$ cat src/rtl/exec_sequencer.sv
// exec_sequencer: fetches instructions from the program store and issues their payloads
// (plus an optional follow-up command) to the OLED driver, with WAIT/END opcodes and abort.
module exec_sequencer #(
    parameter int              OLED_W    = 88,
    parameter int              CMD_W     = 4,
    parameter int              DATA_W    = 96,
    parameter int              ADDR_W    = 3,
    parameter int              RD_LAT    = 1,
    parameter int              DELAY_W   = 24,
    parameter int              FOLLOW_EN = 1,
    parameter logic [7:0]      FOLLOW_OP = 8'h26,
    parameter logic [CMD_W-1:0] WAIT_OP  = 4'hE,
    parameter logic [CMD_W-1:0] END_OP   = 4'hF
) (
    input  logic              clk,
    input  logic              rst_n,
    input  logic              run,
    input  logic              cont,
    input  logic              abort,
    input  logic              rdy_oled,
    input  logic              rdy_compiler,
    input  logic [DATA_W-1:0] DataIn,
    output logic [ADDR_W-1:0] Addr,
    output logic [CMD_W-1:0]  cmd,
    output logic [OLED_W-1:0] oled_IR,
    output logic              draw,
    output logic              busy,
    output logic              done
);
    localparam int IR_W  = OLED_W + CMD_W + 1;
    localparam int LAT_W = $clog2(RD_LAT + 1);
    localparam logic [LAT_W-1:0] LAT_MAX = LAT_W'(RD_LAT);

    localparam logic [2:0] S_IDLE   = 3'd0;
    localparam logic [2:0] S_FETCH  = 3'd1;
    localparam logic [2:0] S_DECODE = 3'd2;
    localparam logic [2:0] S_GUARD  = 3'd3;
    localparam logic [2:0] S_ACK    = 3'd4;
    localparam logic [2:0] S_DELAY  = 3'd5;
    localparam logic [2:0] S_NEXT   = 3'd6;

    logic [2:0]         state_q, state_d;
    logic [ADDR_W-1:0]  addr_q, addr_d;
    logic [IR_W-1:0]    ir_q, ir_d;
    logic [OLED_W-1:0]  oled_q, oled_d;
    logic [DELAY_W-1:0] cnt_q, cnt_d;
    logic [LAT_W-1:0]   lat_q, lat_d;
    logic draw_q, draw_d, done_q, done_d, stop_q, stop_d;
    logic cont_q, cont_d, fs_q, fs_d, run_q;
    logic start, stop;
    logic [CMD_W-1:0]  op;
    logic [OLED_W-1:0] follow;

    assign op     = ir_q[OLED_W+CMD_W-1:OLED_W];
    assign follow = {FOLLOW_OP, 7'b0, ir_q[OLED_W+CMD_W], {(OLED_W-16){1'b0}}};
    assign stop   = stop_q | abort;
    assign start  = run & ~run_q & rdy_compiler & rdy_oled & ~abort;

    always_comb begin
        state_d = state_q;
        addr_d  = addr_q;
        ir_d    = ir_q;
        oled_d  = oled_q;
        cnt_d   = cnt_q;
        lat_d   = lat_q;
        cont_d  = cont_q;
        fs_d    = fs_q;
        draw_d  = 1'b0;
        done_d  = 1'b0;
        stop_d  = (state_q == S_IDLE) ? 1'b0 : stop;
        case (state_q)
            S_IDLE: begin
                if (start) begin
                    state_d = S_FETCH;
                    cont_d  = cont;
                    lat_d   = '0;
                end
            end
            // hold off the capture until the store's read latency has elapsed at this Addr
            S_FETCH: begin
                if (lat_q == LAT_MAX) begin
                    ir_d    = DataIn[IR_W-1:0];
                    state_d = S_DECODE;
                end else begin
                    lat_d = lat_q + 1'b1;
                end
            end
            S_DECODE: begin
                if (op == END_OP) begin
                    addr_d  = '0;
                    done_d  = 1'b1;
                    state_d = S_IDLE;
                end else if (op == WAIT_OP) begin
                    cnt_d   = ir_q[DELAY_W-1:0];
                    state_d = S_DELAY;
                end else begin
                    oled_d  = ir_q[OLED_W-1:0];
                    draw_d  = 1'b1;
                    fs_d    = 1'b0;
                    state_d = S_GUARD;
                end
            end
            S_GUARD: state_d = S_ACK;
            S_ACK: begin
                if (rdy_oled) begin
                    if (FOLLOW_EN != 0 && !fs_q && !stop) begin
                        oled_d  = follow;
                        draw_d  = 1'b1;
                        fs_d    = 1'b1;
                        state_d = S_GUARD;
                    end else begin
                        state_d = S_NEXT;
                    end
                end
            end
            S_DELAY: begin
                if (stop || cnt_q[DELAY_W-1:1] == '0) state_d = S_NEXT;
                else cnt_d = cnt_q - 1'b1;
            end
            S_NEXT: begin
                addr_d = addr_q + 1'b1;
                if (cont_q && !stop && rdy_compiler) begin
                    state_d = S_FETCH;
                    lat_d   = '0;
                end else begin
                    done_d  = 1'b1;
                    state_d = S_IDLE;
                end
            end
            default: state_d = S_IDLE;
        endcase
    end

    always_ff @(posedge clk or negedge rst_n) begin
        if (!rst_n) begin
            state_q <= S_IDLE;
            addr_q  <= '0;
            ir_q    <= '0;
            oled_q  <= '0;
            cnt_q   <= '0;
            lat_q   <= '0;
            draw_q  <= 1'b0;
            done_q  <= 1'b0;
            stop_q  <= 1'b0;
            cont_q  <= 1'b0;
            fs_q    <= 1'b0;
            run_q   <= 1'b0;
        end else begin
            state_q <= state_d;
            addr_q  <= addr_d;
            ir_q    <= ir_d;
            oled_q  <= oled_d;
            cnt_q   <= cnt_d;
            lat_q   <= lat_d;
            draw_q  <= draw_d;
            done_q  <= done_d;
            stop_q  <= stop_d;
            cont_q  <= cont_d;
            fs_q    <= fs_d;
            run_q   <= run;
        end
    end

    assign Addr    = addr_q;
    assign cmd     = op;
    assign oled_IR = oled_q;
    assign draw    = draw_q;
    assign done    = done_q;
    assign busy    = (state_q != S_IDLE);
endmodule
$ cat config.mk
export PLATFORM = sky130hd
export DESIGN_NAME = exec_sequencer
export DESIGN_NICKNAME = d
export VERILOG_FILES = /design/src/rtl/exec_sequencer.sv
export SDC_FILE = /design/constraint.sdc
export NUM_CORES = 1
export LEC_CHECK = 0
export CAP_MARGIN = 20
export CORE_MARGIN = 3
export CORE_UTILIZATION = 54
export CTS_CLUSTER_SIZE = 24
export DETAILED_ROUTE_END_ITERATION = 10
export GPL_ROUTABILITY_DRIVEN = 1
export MAX_ROUTING_LAYER = met4
export PLACE_DENSITY = 0.83
export SLEW_MARGIN = 0
export SYNTH_ARGS = -nofsm -noshare
export SYNTH_HDL_FRONTEND = slang
export SYNTH_SLANG_ARGS = --single-unit
$ cat constraint.sdc
create_clock -name clk -period 4.4 [get_ports clk]
set_input_delay 0.88 -clock clk [delete_from_list [all_inputs] [get_ports clk]]
set_output_delay 0.88 -clock clk [all_outputs]
set_load 0.005 [all_outputs]
# Yosys cells after proc, flatten, opt, wreduce, memory -nomap -nowiden
# Index checks and enable logic that the tools add are counted.
# word_totals
reg_bits	218
in_bits	103
output_inout_bits	98
elab_cells	99
# classes
add_sub_neg	3
eq_ne	19
mux	38
bitwise	7
reduce_logical	20
# op_table
operator	n
$mux 88	4
$pmux 88 s2	1
$mux 24	3
$pmux 24 s2	1
$mux 3	8
$sub 24x1->24 const B	1
$logic_not 23->1	1
$ne 2x2->1 const B	11
$pmux 3 s7	1
$mux 1	15
$eq 3x3->1 const B	3
$eq 4x4->1 const B	2
$reduce_and 4->1	2
$eq 3x2->1 const B	2
$pmux 1 s2	3
$pmux 3 s2	1
$reduce_and 2->1	3
$reduce_bool 2->1	3
$reduce_bool 3->1	2
$reduce_and 5->1	1
$and 1x1->1	4
$add 3x1->3 const B	1
$eq 3x1->1 const B	1
$logic_and 1x1->1	3
8 further kinds	10

# Logic depth before layout (Yosys ltp)
# logic_depth
word_depth	7
mapped_depth	8
mapped_depth_nobuf	7

# Least setup slack after synthesis
# OpenSTA, ideal clock, no wires.
# synth_timing
path_type	register to register
from	reg cnt_q[0]
to	reg cnt_q[8]
setup_ns	0.065
arrival_ns	2.072
required_ns	4.335
path_slack_ns	2.263
path_stages_with_launch	9
n_path_buf	1
period_less_slack_ns	2.137
cell_sequence	dfrtp_1 inv_1 ha_1 or3b_1 or3_1 buf_2 or3_1 a21oi_1 o22a_1
# synth_between
elab_chain_len	3
# synth_rtl
element	line	source
from (decl)	46	logic [DELAY_W-1:0] cnt_q, cnt_d;
from (signal assigned)	153	cnt_q <= cnt_d;
$sub 24x1->24	118	else cnt_d = cnt_q - 1'b1;
$mux 24	117	if (stop || cnt_q[DELAY_W-1:1] == '0) state_d = S_NEXT;
$pmux 24 s2	71	case (state_q)
# No other way between the ends. The select of a mux whose other input is x is not followed.
# A chain may end at the register's enable or synchronous reset.

# Worst setup path after layout
# layout_timing
from	reg state_q[1]
to	out busy
# layout_between
elab_chain_len	1
# layout_rtl
element	line	source
from (decl)	42	logic [2:0] state_q, state_d;
from (signal assigned)	149	state_q <= state_d;
$reduce_bool 3->1	169	assign busy = (state_q != S_IDLE);
to (decl)	27	output logic busy,
# No other way between the ends.

==> metrics <==
status=finished clean; cts bufs inserted=23; Clock Latency Late Sink=0.50 ns; Most used DFF post-synth=dfrtp_1; highest-delay cell along the critical path=dfrtp_1; crit path DAT=between 2 and 2.5 ns; worst-path fanout max=20; Die Ht=approximately 130 um; Largest delay share family, worst path=flip-flops; gpl congestion=0.831; worst path required time=3.52 ns; WHS=roughly 0.49 ns; most frequent cells in the layout=218 x dfrtp_1, 196 x clkdlybuf4s50_1, 94 x mux2_2; final hold vios=0; crit path buf inv count=1; Internal Pwr Total=approximately 6.1 mW; initial core utilization=0.556; fin nets=957; Cells after Synth=between 600 and 700; crit start category=flop; mean post-synth cell area=roughly 13 um2; initial drt markers=409; P&R area growth vs syn=32.1%; I/O Pins=roughly 200; Net Sw Power=roughly 2.9 mW; Die Area=about 0.018 mm2; sw frac=0.320; Total GRT Usage=0.252; largest net degree at the start of global routing=120; r2r worst-path depth=6; Fillers=roughly 1.0k; Leakage=5.01 nW; dpl ws=approximately 1.3 ns; core area=0.0159 mm2; DRC Markers=0; Routed Antenna Nets=0; Sequential Power Share=0.415; total power=8.98 mW; chip width=around 130 um; Clock power frac=0.209; vias=around 6.3k; Final setup viols=0; vias in the first global route=between 6k and 7k; # port buffers=between 150 and 200; final period utilization=0.656; Setup CP Type=reg2out; CTS Sinks=approximately 220; Critical Path Max Stage Delay=0.58 ns; # Max-Cap Violations=0; Fin Setup TNS=0 ns; DRT Wirelength=between 20 and 25 mm; routed vias/inst=between 5 and 6; Post-CTS Hold Buffers=0; fmax=about 350 MHz; clk root buf=clkbuf_16; Synth async-reset ratio=1.00; leading cell type in the layout, fill and taps excluded=dfrtp_1; PwrDens=about 770 mW/mm2; Yosys cell types=56; setup ws final=approximately 1.5 ns; Clock Skew=~0.014 ns; CP Depth=2; Bufs on Longest Clock Path=3; Slew headroom=0.320; GRT overflow=0; setup repair after global routing missed its margin=no; syn_nets=~780; share of cells above drive strength 1=0.172; drt wl/cell=20.2 um; initial antenna violation count=0; Synth warnings=0; VDD IR max=between 0.0004 and 0.0005 V; Worst Tran Pin Value=1.02 ns; number of flops mapped to enable cells by yosys=0; H-tree Lvls=1; post-CTS sizing=0; first-pass GRT wire length=35.9 mm; post-DP HPWL=14.4 mm; DR pass1 iterations=5; sequential share of the synthesized area=0.616; Core Rows=46; synthesized flop and latch total=218; CTS tree=yes; Setup Fix Bufs, Post-CTS=0; worst hold stages=1; antenna diode count=0; Period minus WS final=just under 3 ns; Comb power frac=0.377; Critical Path End Type=output pin; Reg clk slew, reported paths=0.06 ns; CP cell instances=or3_1 > clkdlybuf4s50_1; synthesized area=~0.0089 mm2; Tightest Hold Check Type=reg2reg; R2R setup slack=between 1.5 and 2 ns; final slew viol count=0
synth_stat cells (all sizes together) (3+ instances only):
library cell,instances,area share
a21oi,18,0.010
a22o,93,0.092
a22oi,3,0.0025
a31oi,4,0.0028
and3,3,0.0021
buf,23,0.017
clkbuf,28,0.012
dfrtp,218,0.62
inv,9,0.0038
mux2,94,0.12
nand2,20,0.0085
nand3,6,0.0034
nand4,3,0.0028
nor2,33,0.014
nor2b,4,0.0028
nor3,10,0.0056
nor4,10,0.0095
o211ai,4,0.0040
o21ai,28,0.016
o22a,7,0.0069
o22ai,4,0.0028
o2bb2ai,5,0.0049
or3,7,0.0055
or4,6,0.0055
sequential cells by signal, summed over array words and instances (netlist names), 3 cells and up:
signal   count
cnt_q       24
state_q      3
ir_q        93
oled_IR     88
Addr         3
kinds of logic after synthesis:
logic type / share of synthesized area
compound gates: 0.156
fa+ha+maj: 0.00282
buf+inv: 0.0326
flops: 0.616
mux: 0.122
simple gates: 0.0706
metrics by stage:
stage               cells  cell area [um2]   util
floorplan             671             8860      -
global placement     1043            11000  0.688
detailed placement   1043            11000  0.688
CTS                  1083            11700  0.734
global route         1083            11700  0.734
finish               1083            11700  0.734
per-layer routing:
layer / up-vias / wire length, um / global-route usage
met5: - / 0 / -
met2: 227 / 10800 / 0.401
li1: 2857 / - / -
met4: 0 / 463 / 0.0633
met1: 3210 / 8750 / 0.320
met3: 41 / 1890 / 0.0784
power groups by stage:
| stage | registers, mW | clock network, mW | logic, mW |
|---|---|---|---|
| final | 3.72 | 1.87 | 3.38 |
| after detailed placement | 3.72 | 0 | 3.40 |
| after global placement | 3.65 | 0 | 3.25 |
| after CTS | 3.72 | 1.91 | 3.42 |
| after global routing | 3.85 | 2.00 | 3.66 |
| after floorplan | 3.54 | 0 | 2.06 |
final cells by class:
type | count | area, um2 | share of cell area
flip-flops and latches | 218 | 5460 | 0.466
repair buffers | 207 | 2080 | 0.177
clock buffers | 36 | 684 | 0.0585
clock inverters | 4 | 45.0 | 0.00385
multi-input cells | 393 | 3140 | 0.268
inverters | 9 | 33.8 | 0.00289
well taps | 216 | 270 | 0.0231
final timing paths:
path                                         from                      end
hold / removal               ir_q[41]$_DFFE_PN0P_  oled_IR[41]$_DFFE_PN0P_
setup reg to reg           state_q[1]$_DFFE_PN0P_    cnt_q[12]$_DFFE_PN0P_
setup / recovery           state_q[1]$_DFFE_PN0P_                     busy
min in group asynchronous                   rst_n     ir_q[85]$_DFFE_PN0P_
max in group asynchronous                   rst_n  oled_IR[65]$_DFFE_PN0P_
hold reg to reg              ir_q[41]$_DFFE_PN0P_  oled_IR[41]$_DFFE_PN0P_
(Power assumes the default switching activity.)
